**config.mk**
```make
export PLATFORM = sky130hd
export DESIGN_NAME = z80_bus_bridge
export DESIGN_NICKNAME = d
export VERILOG_FILES = /design/src/rtl/z80_bus_bridge.sv
export SDC_FILE = /design/constraint.sdc
export NUM_CORES = 1
export LEC_CHECK = 0
export ABC_AREA = 1
export BUFFER_PORTS_ARGS = -buffer_cell sky130_fd_sc_hd__buf_2
export CAP_MARGIN = 10
export CELL_PAD_IN_SITES_DETAIL_PLACEMENT = 0
export CELL_PAD_IN_SITES_GLOBAL_PLACEMENT = 1
export CORE_MARGIN = 1
export CORE_UTILIZATION = 35
export CTS_CLUSTER_SIZE = 12
export DETAILED_ROUTE_END_ITERATION = 7
export PLACE_DENSITY = 0.87
export SYNTH_ARGS = -nofsm -noshare
export SYNTH_HDL_FRONTEND = slang
export SYNTH_SLANG_ARGS = --single-unit
```
**constraint.sdc**
```tcl
create_clock -name clk -period 1.4 [get_ports clk]
set_input_delay 0.28 -clock clk [delete_from_list [all_inputs] [get_ports clk]]
set_output_delay 0.28 -clock clk [all_outputs]
set_load 0.01 [all_outputs]
```
**src/rtl/z80_bus_bridge.sv**
```systemverilog
// z80_bus_bridge
// Bridges asynchronous Z80 memory strobes into single-clock read/write
// requests toward port A of the GPU RAM mux. Only accesses inside
// [MEM_BASE, MEM_BASE+MEM_SIZE) are forwarded. Exactly one request is
// issued per Z80 bus cycle. A read that is not answered within
// TIMEOUT_CYCLES clocks returns 8'hFF and sets a sticky error flag.
//
// Optional feature: define Z80_BRIDGE_WAIT_EN to drive z80_wait_n low while
// an in-window read is still in flight. The default build ties it high.
module z80_bus_bridge #(
  parameter logic [21:0] MEM_BASE       = 22'h0C0000,
  parameter logic [21:0] MEM_SIZE       = 22'h008000,
  parameter int unsigned REQ_HOLD       = 2,
  parameter int unsigned TIMEOUT_CYCLES = 15
) (
  input  logic        clk,
  input  logic        reset,
  input  logic        z80_mreq_n,
  input  logic        z80_rd_n,
  input  logic        z80_wr_n,
  input  logic [21:0] z80_addr,
  input  logic [7:0]  z80_data_in,
  output logic [7:0]  z80_data_out,
  output logic        z80_data_oe,
  output logic        z80_wait_n,
  output logic        rd_req,
  output logic        wr_ena,
  output logic [19:0] address,
  output logic [7:0]  data_out,
  input  logic        rd_rdy,
  input  logic [7:0]  data_in,
  output logic        timeout_err
);

  localparam int HOLD_W = (REQ_HOLD > 1) ? $clog2(REQ_HOLD) : 1;
  localparam int TO_W   = (TIMEOUT_CYCLES > 1) ? $clog2(TIMEOUT_CYCLES) : 1;
  localparam logic [HOLD_W-1:0] HOLD_LAST = HOLD_W'(REQ_HOLD - 1);
  localparam logic [TO_W-1:0]   TO_LAST   = TO_W'(TIMEOUT_CYCLES - 1);
  // Window end computed one bit wider so a window touching the top of the
  // 22-bit space cannot wrap.
  localparam logic [22:0] WIN_END = {1'b0, MEM_BASE} + {1'b0, MEM_SIZE};

  typedef enum logic [2:0] {
    IDLE    = 3'd0,
    RD_REQ  = 3'd1,
    RD_WAIT = 3'd2,
    RD_HOLD = 3'd3,
    WR_REQ  = 3'd4,
    CYC_END = 3'd5
  } state_t;

  state_t state_r;
  state_t state_d;

  logic mreq_s1_r, mreq_s2_r;
  logic rd_s1_r,   rd_s2_r;
  logic wr_s1_r,   wr_s2_r;

  logic [HOLD_W-1:0] hold_cnt_r;
  logic [TO_W-1:0]   to_cnt_r;

  logic        hit_s;
  logic        start_s;
  logic        rd_accept_s;
  logic        timeout_s;
  logic        hold_done_s;
  logic        to_done_s;

  logic [19:0] address_r;
  logic [7:0]  data_out_r;
  logic [7:0]  z80_data_out_r;
  logic        z80_data_oe_r;
  logic        rd_req_r;
  logic        wr_ena_r;
  logic        timeout_err_r;

  // Raw address decode; the Z80 holds the address stable while the strobes settle.
  assign hit_s = ({1'b0, z80_addr} >= {1'b0, MEM_BASE}) &&
                 ({1'b0, z80_addr} <  WIN_END);

  // Two-flop synchronisers for the asynchronous strobes, preset inactive.
  always_ff @(posedge clk or negedge reset) begin
    if (!reset) begin
      mreq_s1_r <= 1'b1;
      mreq_s2_r <= 1'b1;
      rd_s1_r   <= 1'b1;
      rd_s2_r   <= 1'b1;
      wr_s1_r   <= 1'b1;
      wr_s2_r   <= 1'b1;
    end else begin
      mreq_s1_r <= z80_mreq_n;
      mreq_s2_r <= mreq_s1_r;
      rd_s1_r   <= z80_rd_n;
      rd_s2_r   <= rd_s1_r;
      wr_s1_r   <= z80_wr_n;
      wr_s2_r   <= wr_s1_r;
    end
  end

  // State register.
  always_ff @(posedge clk or negedge reset) begin
    if (!reset) begin
      state_r <= IDLE;
    end else begin
      state_r <= state_d;
    end
  end

  // Next-state decode and per-clock datapath strobes.
  always_comb begin
    state_d     = state_r;
    start_s     = 1'b0;
    rd_accept_s = 1'b0;
    timeout_s   = 1'b0;
    hold_done_s = (hold_cnt_r == HOLD_LAST);
    to_done_s   = (to_cnt_r == TO_LAST);
    case (state_r)
      IDLE: begin
        if (!mreq_s2_r && hit_s) begin
          if (!rd_s2_r) begin
            // Read takes priority when both strobes appear low.
            state_d = RD_REQ;
            start_s = 1'b1;
          end else if (!wr_s2_r) begin
            state_d = WR_REQ;
            start_s = 1'b1;
          end else begin
            state_d = IDLE;
          end
        end else begin
          state_d = IDLE;
        end
      end
      RD_REQ: begin
        if (rd_rdy) begin
          state_d     = RD_HOLD;
          rd_accept_s = 1'b1;
        end else if (to_done_s) begin
          state_d   = RD_HOLD;
          timeout_s = 1'b1;
        end else if (hold_done_s) begin
          state_d = RD_WAIT;
        end else begin
          state_d = RD_REQ;
        end
      end
      RD_WAIT: begin
        if (rd_rdy) begin
          state_d     = RD_HOLD;
          rd_accept_s = 1'b1;
        end else if (to_done_s) begin
          state_d   = RD_HOLD;
          timeout_s = 1'b1;
        end else begin
          state_d = RD_WAIT;
        end
      end
      WR_REQ: begin
        if (hold_done_s) begin
          state_d = CYC_END;
        end else begin
          state_d = WR_REQ;
        end
      end
      RD_HOLD, CYC_END: begin
        // Stay parked until the Z80 ends its bus cycle.
        if (mreq_s2_r) begin
          state_d = IDLE;
        end else begin
          state_d = state_r;
        end
      end
      default: begin
        state_d = IDLE;
      end
    endcase
  end

  // Request-hold and read-timeout counters, both restarted when a cycle begins.
  always_ff @(posedge clk or negedge reset) begin
    if (!reset) begin
      hold_cnt_r <= '0;
      to_cnt_r   <= '0;
    end else if (start_s) begin
      hold_cnt_r <= '0;
      to_cnt_r   <= '0;
    end else begin
      if ((state_r == RD_REQ) || (state_r == WR_REQ)) begin
        hold_cnt_r <= hold_cnt_r + HOLD_W'(1);
      end else begin
        hold_cnt_r <= hold_cnt_r;
      end
      if ((state_r == RD_REQ) || (state_r == RD_WAIT)) begin
        to_cnt_r <= to_cnt_r + TO_W'(1);
      end else begin
        to_cnt_r <= to_cnt_r;
      end
    end
  end

  // Address/write-data capture at cycle start; read data or timeout fill.
  always_ff @(posedge clk or negedge reset) begin
    if (!reset) begin
      address_r      <= 20'h00000;
      data_out_r     <= 8'h00;
      z80_data_out_r <= 8'h00;
      timeout_err_r  <= 1'b0;
    end else begin
      if (start_s) begin
        address_r  <= 20'(z80_addr - MEM_BASE);
        data_out_r <= z80_data_in;
      end else begin
        address_r  <= address_r;
        data_out_r <= data_out_r;
      end
      if (rd_accept_s) begin
        z80_data_out_r <= data_in;
      end else if (timeout_s) begin
        z80_data_out_r <= 8'hFF;
        timeout_err_r  <= 1'b1;
      end else begin
        z80_data_out_r <= z80_data_out_r;
      end
    end
  end

  // Registered strobes, decoded from the next state so they align with it.
  always_ff @(posedge clk or negedge reset) begin
    if (!reset) begin
      rd_req_r      <= 1'b0;
      wr_ena_r      <= 1'b0;
      z80_data_oe_r <= 1'b0;
    end else begin
      rd_req_r      <= (state_d == RD_REQ);
      wr_ena_r      <= (state_d == WR_REQ);
      // rd_s1_r is the value the synced rd takes on this same edge.
      z80_data_oe_r <= (state_d == RD_HOLD) && !rd_s1_r;
    end
  end

`ifdef Z80_BRIDGE_WAIT_EN
  // Stretch the Z80 cycle while an in-window read has not yet been answered.
  assign z80_wait_n = ~(reset && !z80_mreq_n && !z80_rd_n && hit_s &&
                        (state_r != RD_HOLD));
`else
  assign z80_wait_n = 1'b1;
`endif

  assign rd_req       = rd_req_r;
  assign wr_ena       = wr_ena_r;
  assign address      = address_r;
  assign data_out     = data_out_r;
  assign z80_data_out = z80_data_out_r;
  assign z80_data_oe  = z80_data_oe_r;
  assign timeout_err  = timeout_err_r;

endmodule

```
==> flow_metrics.env, run 1 <==
export IMPL_outcome="finished clean"
export IMPL_grt_util_all_layers_pct=15.2
export IMPL_crit_type="reg -> reg"
export IMPL_most_common_layout_cells="nand2_1, buf_2, dfrtp_1"
export IMPL_htree_levels=2
export IMPL_routed_wl_um=4520
export IMPL_finalSetupViolCount=0
export IMPL_reg2reg_depth=7
export IMPL_die_h_um=81.4
export IMPL_hold_class="in -> reg"
export IMPL_clk_pin_slew_ns=0.10
export IMPL_period_minus_slack_ns=1.35
export IMPL_min_path_cells=1
export IMPL_syn2layout_area_growth_pct=31.7
export IMPL_drive_gt1_share_pct=34.9
export IMPL_drt_iter0_markers=99
export IMPL_netlist_area_um2=2210
export IMPL_synthCells=244
export IMPL_hpwl_um=3210
export IMPL_die_x_um=81.4
export IMPL_cp_end_kind="flip-flop"
export IMPL_cap_violations=0
export IMPL_cellLeakagePower_nw=1.71
export IMPL_nNetsFinal=384
export IMPL_ff2ff_setup_slack_ns=0.05
export IMPL_remaining_drc_errors=0
export IMPL_cts_sinks=54
export IMPL_worst_setup_path_start_kind="flip-flop"
export IMPL_core_area_um2=5990
export IMPL_rows=28
export IMPL_fin_worst_skew_ns=0.00918
export IMPL_die_area_um2=6620
export IMPL_cp_required_ns=1.59
export IMPL_io_buffer_count=83
export IMPL_hold_viol=0
export IMPL_crit_fanout=12
export IMPL_fmaxAchievable_mhz=740
export IMPL_synth_fp_nets=291
export IMPL_cts_tree="built"
export IMPL_synth_seq_cells=54
export IMPL_vias=1844
export IMPL_rsz0062_at_grt="true"
export IMPL_cp_arrival_ns=1.54
export IMPL_io_pins=85
export IMPL_wl_per_cell_um=10.9
export IMPL_viasPerCell=4.46
export IMPL_drv_slew=0
export IMPL_place_congestion=0.776
export IMPL_first_pass_iters=4
export IMPL_clock_latency_ns=0.31
export IMPL_finalNonFillerCells=413
export IMPL_antenna_cells=0
export IMPL_vdd_drop_max_v=0.000712
export IMPL_postRouteAntennaNets=0
export IMPL_yosysSeqAreaShare_pct=61.6
export IMPL_ys_warn_count=0
export IMPL_root_buffer="clkbuf_8"
export IMPL_antenna_found_initial=0
export IMPL_initial_core_util_pct=36.8
export IMPL_layout_commonest_cell="nand2_1"
export IMPL_post_route_period_util_pct=96.5
export IMPL_finish_utilization_pct=48.5
export IMPL_dp_cells=403
export IMPL_grt_pass1_wl_um=7580
export IMPL_powerDensity_nw_per_um2=1500
export IMPL_cts_inserted_buffers=5
export IMPL_first_global_vias=1746
export IMPL_synth_avg_cell_area_um2=9.04
export IMPL_grt_max_degree=55
export IMPL_gr_total_overflow=0
export IMPL_synth_cell_types=25
export IMPL_ctsLongestPathBuffers=2
power by group:
group	switching, W	internal, W	leakage [nW]	total, W
clock network	0.000514	0.000364	0.0458	0.000878
logic	0.000790	0.000621	0.986	0.00141
registers	0.000186	0.00188	0.674	0.00206
total	0.00149	0.00286	1.71	0.00435
metrics by stage:
| step | hold WS (ns) | power, W | setup TNS (ns) | setup slack [ns] | cell area (µm²) |
|---|---|---|---|---|---|
| 6_report | 0.0594 | 0.00435 | 0 | 0.0491 | 2910 |
| 3_3_place_gp | 0.299 | 0.00335 | 0 | 0.0160 | 2750 |
| 5_1_grt | 0.0422 | 0.00473 | -0.113 | -0.0288 | 2910 |
| 3_5_place_dp | 0.300 | 0.00339 | -0.150 | -0.0185 | 2750 |
| 2_1_floorplan | -0.0156 | 0.00291 | 0 | 0.148 | 2210 |
| 4_1_cts | 0.0462 | 0.00437 | 0 | 0.00986 | 2870 |
final cells by class:
class	count	area, µm²
Sequential cell	54	1360
Fill cell	594	3090
Timing Repair Buffer	93	543
Clock buffer	6	72.6
Multi-Input combinational cell	163	736
Tap cell	75	93.8
Clock inverter	2	17.5
Inverter	20	82.6
synthesized netlist by cell type:
master	instances	area share (%)
a21oi_1	6	1.4
nor2_1	22	3.7
nand3b_1	1	0.34
nand2_2	2	0.57
conb_1	1	0.17
o31ai_1	1	0.34
clkinv_1	1	0.17
nor2_2	1	0.28
nand2_4	1	0.51
o21ai_0	10	2.3
o21bai_1	1	0.34
buf_4	2	0.68
o211ai_1	1	0.34
buf_6	3	1.5
nand3_1	6	1.4
buf_2	2	0.45
a21oi_2	1	0.40
inv_1	18	3.1
clkinv_4	1	0.40
o21ai_1	4	0.91
ha_1	3	1.7
nand4_1	1	0.28
nand2_1	101	17
dfrtp_1	48	54
dfstp_2	6	7.1
state kept, by name (all words and copies together) (netlist names), 3 cells and up:
signal,cells
address,20
data_out,8
z80_data_out,8
to_cnt_r,4
state_r,3
timing repair:
action / in CTS / in global routing
pin swaps: 1 / 1
hold buffers: 1 / 0
gates resized for setup: 0 / 10
buffers inserted: 1 / 0
endpoints found under the hold margin: 48 / 0
setup endpoints to repair: 2 / 42
worst paths after layout:
path	startpoint	endpoint
worst min-delay path	z80_wr_n	wr_s1_r
max in group asynchronous	reset	rd_s2_r
worst min register to register	mreq_s1_r	mreq_s2_r
worst max-delay path	state_r[0]	hold_cnt_r
min in group asynchronous	reset	rd_req
worst max register to register	state_r[0]	hold_cnt_r
critical path, stage by stage (launching register included):
cell	delay, ns
dfrtp_2	0.45
nor2_2	0.12
nand2_2	0.08
a21oi_2	0.16
nand2_4	0.12
buf_12	0.16
o21ai_0	0.08
a21oi_1	0.07
kinds of logic after synthesis:
group                      Yosys count  share of synthesized area [%]
adders and majority gates            3                           1.70
buffers and inverters               27                           6.30
and+or+nand+nor                    135                           24.3
AOI/OAI and AO/OA                   24                           5.96
DFF                                 54                           61.6
other                                1                          0.170
per-layer routing:
layer / wire length, µm / vias to the layer above / track usage [%]
li1: - / 932 / -
met1: 2070 / 834 / 19.1
met3: 383 / 6 / 5.06
met4: 61 / 0 / 5.36
met2: 2010 / 72 / 24.4
met5: 0 / - / 0
Note: power is estimated with default switching activity, not from simulation.
==> inputs of run 2 (changes only) <==
--- a/config.mk
+++ b/config.mk
@@ -5,13 +5,13 @@
 export SDC_FILE = /design/constraint.sdc
 export NUM_CORES = 1
 export LEC_CHECK = 0
-export ABC_AREA = 1
+export ABC_AREA = 0
 export BUFFER_PORTS_ARGS = -buffer_cell sky130_fd_sc_hd__buf_2
 export CAP_MARGIN = 10
 export CELL_PAD_IN_SITES_DETAIL_PLACEMENT = 0
 export CELL_PAD_IN_SITES_GLOBAL_PLACEMENT = 1
 export CORE_MARGIN = 1
-export CORE_UTILIZATION = 35
+export CORE_UTILIZATION = 38
 export CTS_CLUSTER_SIZE = 12
 export DETAILED_ROUTE_END_ITERATION = 7
 export PLACE_DENSITY = 0.87
==> flow_metrics.env, run 2 <==
export IMPL_netlist_area_um2=2240
export IMPL_root_buffer="clkbuf_8"
export IMPL_remaining_drc_errors=0
export IMPL_first_pass_iters=6
export IMPL_netlist_top_cells_count="dfrtp_1, mux2_2, nor2_1"
export IMPL_cp_required_ns=1.60
export IMPL_ctsLongestPathBuffers=2
export IMPL_dp_worst_setup_slack_ns=-0.300
export IMPL_crit_chain="and2b_2 -> buf_4 -> nand4b_4 -> buf_12 -> mux2_2"
export IMPL_htree_levels=2
export IMPL_rsz0062_at_grt="true"
export IMPL_rows=27
export IMPL_synth_main_ff_cell="dfrtp_1"
export IMPL_crit_type="reg -> reg"
export IMPL_fmaxAchievable_mhz=609
export IMPL_routed_wl_um=4210
export IMPL_yosysSeqAreaShare_pct=60.7
export IMPL_largest_reg_flops=20
export IMPL_io_buffer_count=83
export IMPL_grt_pass1_wl_um=7120
export IMPL_period_minus_slack_ns=1.64
export IMPL_nNetsFinal=308
export IMPL_swShare_pct=32.3
export IMPL_place_congestion=0.739
export IMPL_wl_per_cell_um=12.6
export IMPL_path_buf_inv=2
export IMPL_hpwl_um=3000
export IMPL_fin_worst_skew_ns=0.00515
export IMPL_clock_latency_ns=0.30
export IMPL_cp_end_kind="flip-flop"
export IMPL_outcome="finished with violations"
export IMPL_first_global_vias=1590
export IMPL_layout_commonest_cell="buf_2"
export IMPL_finalNonFillerCells=334
export IMPL_antenna_found_initial=0
export IMPL_grt_util_all_layers_pct=14.9
export IMPL_yosysMostFrequentCell="dfrtp_1"
export IMPL_final_design_area_no_fill_um2=3090
export IMPL_cap_violations=0
export IMPL_ys_warn_count=0
export IMPL_synth_avg_cell_area_um2=14.4
export IMPL_synth_fp_nets=202
export IMPL_synth_cell_types=39
export IMPL_power_switching_w=0.00156
export IMPL_comb_power_share_pct=39.7
export IMPL_antenna_cells=0
export IMPL_viasPerCell=4.73
export IMPL_slowest_delay_ns=0.57
export IMPL_fillers=488
export IMPL_post_route_period_util_pct=117
export IMPL_die_h_um=78.8
export IMPL_initial_core_util_pct=39.9
export IMPL_postRouteAntennaNets=0
export IMPL_p_clk_share_pct=17.5
export IMPL_synth_edf_count=0
export IMPL_cellLeakagePower_nw=1.63
export IMPL_grt_max_degree=45
export IMPL_clk_pin_slew_ns=0.09
export IMPL_violations="setup timing"
export IMPL_finalSetupViolCount=37
export IMPL_cp_arrival_ns=1.84
export IMPL_drv_slew=0
export IMPL_drt_iter0_markers=44
export IMPL_crit_fanout=18
export IMPL_io_pins=85
export IMPL_cts_tree="built"
export IMPL_core_area_um2=5610
export IMPL_placed_cell_area_um2=2880
export IMPL_most_common_layout_cells="buf_2, dfrtp_1, buf_4"
export IMPL_cts_sinks=54
export IMPL_p_int_w=0.00328
export IMPL_die_x_um=78.8
export IMPL_vdd_drop_max_v=0.000833
export IMPL_synthTopCellsByArea="dfrtp_1, dfstp_2, mux2_2, mux2_4, o22a_1"
export IMPL_powerDensity_nw_per_um2=1570
export IMPL_syn2layout_area_growth_pct=37.9
export IMPL_synth_top_cell_area_share_pct=53.7
export IMPL_synth_seq_cells=54
export IMPL_whs_ns=0.0682
export IMPL_gr_total_overflow=0
export IMPL_die_area_um2=6200
export IMPL_hold_viol=0
export IMPL_synthArstFlopShare_pct=100
export IMPL_hold_class="in -> reg"
export IMPL_power_frac_seq_pct=42.8
export IMPL_total_power_w=0.00484
export IMPL_worst_setup_path_start_kind="flip-flop"
export IMPL_dp_cells=323
export IMPL_cp_top_family="flip-flops"
export IMPL_drive_gt1_share_pct=61.1
export IMPL_synthCells=155
export IMPL_fin_ws_ns=-0.243
export IMPL_cts_inserted_buffers=5
export IMPL_slowest_stage="dfstp_2"
export IMPL_vias=1581
export IMPL_synth_top_area_cell="dfrtp_1"
-- run 2: cell count changes in the layout (fill, tap and decap cells not counted), sizes merged, moves of 4 or more --
cell    previous run  this run
buf               92       105
a21oi              7         2
nand3              6         2
nor2              23         9
o22a               0         8
inv               20         4
and2               0         4
xnor2              0         6
nand2b             0         4
nand2            104         3
o21ai             14         1
nor3               0         4
mux2               0        24
-- run 2: worst reg2reg max path: cells and delay by family (launching register included) --
family,cells,cell delay [ns]
flops,1,0.57
mux,1,0.35
simple gates,2,0.32
buf+inv,2,0.30
-- run 2: metrics by stage --
| stage | utilization (%) | setup TNS (ns) |
|---|---|---|
| CTS | 54.8 | -7.42 |
| detailed placement | 51.3 | -10.26 |
| global placement | 51.3 | -8.65 |
| floorplan | - | -7.53 |
| global route | 55.0 | -10.0 |
| finish | 55.0 | -7.03 |
-- run 2: kinds of logic (layout without fill, tap and decap cells) --
group,after synthesis,after routing,share of synthesized area (%)
DFF,54,54,60.7
and+or+nand+nor,37,37,11.4
muxes,25,25,13.7
AOI/OAI and AO/OA,18,18,6.48
buffers and inverters,11,118,3.52
xor gates and xnor gates,6,6,2.35
adders and majority gates,3,3,1.68
other,1,1,0.168
-- run 2: timing repair --
action                                  4_1_cts  5_1_grt
setup buffers                                 2        0
endpoints found under the setup margin       46       47
endpoints found under the hold margin        10        0
gates resized for setup                      17        2
pin swaps                                     3        1
hold buffers                                  1        0
-- run 2: layout make-up --
class	instances	area [µm²]	area share (%)
clock buffer	6	72.6	2.35
clock inverter	2	13.8	0.446
inverter	4	15.0	0.486
multi-input combinational	90	900	29.1
sequential	54	1360	44.1
tap	72	90.1	2.92
timing repair buffer	106	636	20.6
-- run 2: power by group through the flow --
stage	Clock, W	Sequential (W)	Combinational, W
finish	0.000848	0.00207	0.00192
global route	0.000956	0.00212	0.00211
CTS	0.000900	0.00207	0.00190
detailed placement	0	0.00208	0.00161
global placement	0	0.00207	0.00158
floorplan	0	0.00215	0.000869
-- run 2: per-layer routing --
| metal | GRT usage (%) | part of all wire, % |
|---|---|---|
| met5 | 0 | 0 |
| met4 | 5.56 | 1.4 |
| met3 | 4.60 | 7.2 |
| met2 | 23.9 | 48 |
| met1 | 19.0 | 44 |
-- run 2: worst paths after layout --
path | slack, ns | depth (start not counted) | to | startpoint
setup / recovery | -0.24 | 5 | address[5] | mreq_s2_r
setup reg to reg | -0.24 | 5 | address[5] | mreq_s2_r
max in group asynchronous | 0.45 | 3 | mreq_s1_r | reset
hold reg to reg | 0.36 | 0 | mreq_s2_r | mreq_s1_r
min in group asynchronous | 0.37 | 2 | data_out[5] | reset
hold / removal | 0.07 | 1 | rd_s1_r | z80_rd_n
==> inputs of run 3 (changes only) <==
--- a/config.mk
+++ b/config.mk
@@ -11,10 +11,10 @@
 export CELL_PAD_IN_SITES_DETAIL_PLACEMENT = 0
 export CELL_PAD_IN_SITES_GLOBAL_PLACEMENT = 1
 export CORE_MARGIN = 1
-export CORE_UTILIZATION = 38
+export CORE_UTILIZATION = 41
 export CTS_CLUSTER_SIZE = 12
 export DETAILED_ROUTE_END_ITERATION = 7
-export PLACE_DENSITY = 0.87
+export PLACE_DENSITY = 0.92
 export SYNTH_ARGS = -nofsm -noshare
 export SYNTH_HDL_FRONTEND = slang
 export SYNTH_SLANG_ARGS = --single-unit
==> constraint.sdc (replaced) <==
create_clock -name clk -period 2.06 [get_ports clk]
set_input_delay 0.412 -clock clk [delete_from_list [all_inputs] [get_ports clk]]
set_output_delay 0.412 -clock clk [all_outputs]
set_load 0.01 [all_outputs]
==> flow_metrics.env, run 3 (same netlist as run 2, synthesis figures left out) <==
export IMPL_outcome="finished clean"
export IMPL_drive_gt1_share_pct=52.0
export IMPL_p_clk_share_pct=21.7
export IMPL_wl_met2_um=1980
export IMPL_core_area_um2=5170
export IMPL_io_buffer_count=83
export IMPL_gr_total_overflow=0
export IMPL_period_minus_slack_ns=1.89
export IMPL_worst_setup_path_start_kind="flip-flop"
export IMPL_finish_utilization_pct=54.8
export IMPL_first_global_vias=1379
export IMPL_ctsLongestPathBuffers=2
export IMPL_cts_sinks=54
export IMPL_wl_per_cell_um=12.9
export IMPL_finalSetupViolCount=0
export IMPL_remaining_drc_errors=0
export IMPL_hold_class="in -> async"
export IMPL_post_route_period_util_pct=91.8
export IMPL_slowest_delay_ns=0.49
export IMPL_grt_max_degree=26
export IMPL_syn2layout_area_growth_pct=26.6
export IMPL_cp_arrival_ns=2.08
export IMPL_largest_reg_flops=20
export IMPL_maxSlewHeadroom_pct=39.7
export IMPL_hpwl_um=3050
export IMPL_cap_violations=0
export IMPL_rsz0062_at_grt="false"
export IMPL_fin_worst_skew_ns=0.0132
export IMPL_vias=1499
export IMPL_vdd_drop_max_v=0.000508
export IMPL_powerDensity_nw_per_um2=1040
export IMPL_most_common_layout_cells="buf_2, dfrtp_1, mux2_2"
export IMPL_cp_required_ns=2.25
export IMPL_met3_length_um=255
export IMPL_crit_type="reg -> reg"
export IMPL_clk_pin_slew_ns=0.10
export IMPL_grt_pass1_wl_um=6180
export IMPL_holdBufCountCts=0
export IMPL_power_switching_w=0.000922
export IMPL_layout_commonest_cell="buf_2"
export IMPL_hold_viol=0
export IMPL_drt_iter0_markers=75
export IMPL_dp_cells=306
export IMPL_finalNonFillerCells=314
export IMPL_die_area_um2=5760
export IMPL_fillers=447
export IMPL_fin_tns_setup_ns=0
export IMPL_antenna_cells=0
export IMPL_wl_met1_um=1760
export IMPL_viasPerCell=4.77
export IMPL_clock_latency_ns=0.31
export IMPL_power_frac_seq_pct=48.5
export IMPL_path_buf_inv=0
export IMPL_cts_tree="built"
export IMPL_htree_levels=2
export IMPL_swShare_pct=31.4
export IMPL_p_int_w=0.00201
export IMPL_fin_ws_ns=0.169
export IMPL_fmaxAchievable_mhz=529
export IMPL_initial_core_util_pct=43.3
export IMPL_routed_wl_um=4040
export IMPL_dp_worst_setup_slack_ns=0.166
export IMPL_first_pass_iters=4
export IMPL_place_congestion=0.754
export IMPL_root_buffer="clkbuf_8"
export IMPL_drv_slew=0
export IMPL_io_pins=85
export IMPL_nNetsFinal=290
export IMPL_die_x_um=75.9
export IMPL_die_h_um=75.9
export IMPL_postCtsSetupBuffers=0
export IMPL_cellLeakagePower_nw=1.52
export IMPL_antenna_found_initial=0
export IMPL_comb_power_share_pct=29.8
export IMPL_slowest_stage="dfrtp_1"
export IMPL_cts_inserted_buffers=5
export IMPL_crit_chain="nor4_4 -> and2b_2 -> nand4b_4 -> mux2_4"
export IMPL_tightest_slew_ns=0.898
export IMPL_postRouteAntennaNets=0
export IMPL_highest_layer="met4"
export IMPL_cp_end_kind="flip-flop"
export IMPL_cts_repair_resized=0
export IMPL_cp_top_family="simple AND/OR/NAND/NOR gates"
export IMPL_crit_fanout=18
export IMPL_grt_util_all_layers_pct=14.8
export IMPL_rows=26
## run 3: final cells by class
| class | count | area (µm²) | share of cell area, % |
|---|---|---|---|
| repair buffers | 88 | 465 | 16.4 |
| inverters | 4 | 15.0 | 0.530 |
| multi-input cells | 90 | 801 | 28.3 |
| flip-flops and latches | 54 | 1360 | 48.0 |
| clock buffers | 7 | 96.3 | 3.40 |
| well taps | 70 | 87.6 | 3.09 |
| clock inverters | 1 | 8.76 | 0.309 |
## run 3: final timing paths
kind	from	end	slack [ns]	cells after the start
worst max-delay path	state_r[1]	address[14]	0.17	4
worst min-delay path	reset	state_r[0]	0.02	1
worst max register to register	state_r[1]	address[14]	0.17	4
worst min register to register	wr_s1_r	wr_s2_r	0.35	0
max in group asynchronous	reset	wr_s1_r	1.42	2
min in group clk	z80_rd_n	rd_s1_r	0.20	1
## run 3: power by group through the flow
stage               Sequential (W)  Combinational (W)  Clock (W)
floorplan                  0.00146           0.000579          0
global placement           0.00143           0.000868          0
detailed placement         0.00144           0.000888          0
CTS                        0.00142           0.000889   0.000663
global route               0.00145           0.000969   0.000701
finish                     0.00142           0.000874   0.000637
## run 3: through the flow
step	instance area [µm²]	hold WS, ns	power [W]
floorplan	2240	0.116	0.00204
global placement	2730	0.346	0.00230
detailed placement	2730	0.347	0.00233
CTS	2830	0.0250	0.00297
global route	2830	0.0333	0.00312
finish	2830	0.0158	0.00293
## run 3: worst register-to-register path: cells and delay by family (launching register included)
kind             cells  cell delay [ns]
flip-flops           1             0.49
AND/OR/NAND/NOR      3             0.88
multiplexers         1             0.41
## run 3: metal layers
metal	vias to the layer above	track usage [%]
met5	-	0
met4	0	5.56
met3	5	5.03
met2	49	23.7
met1	731	18.7
li1	714	-
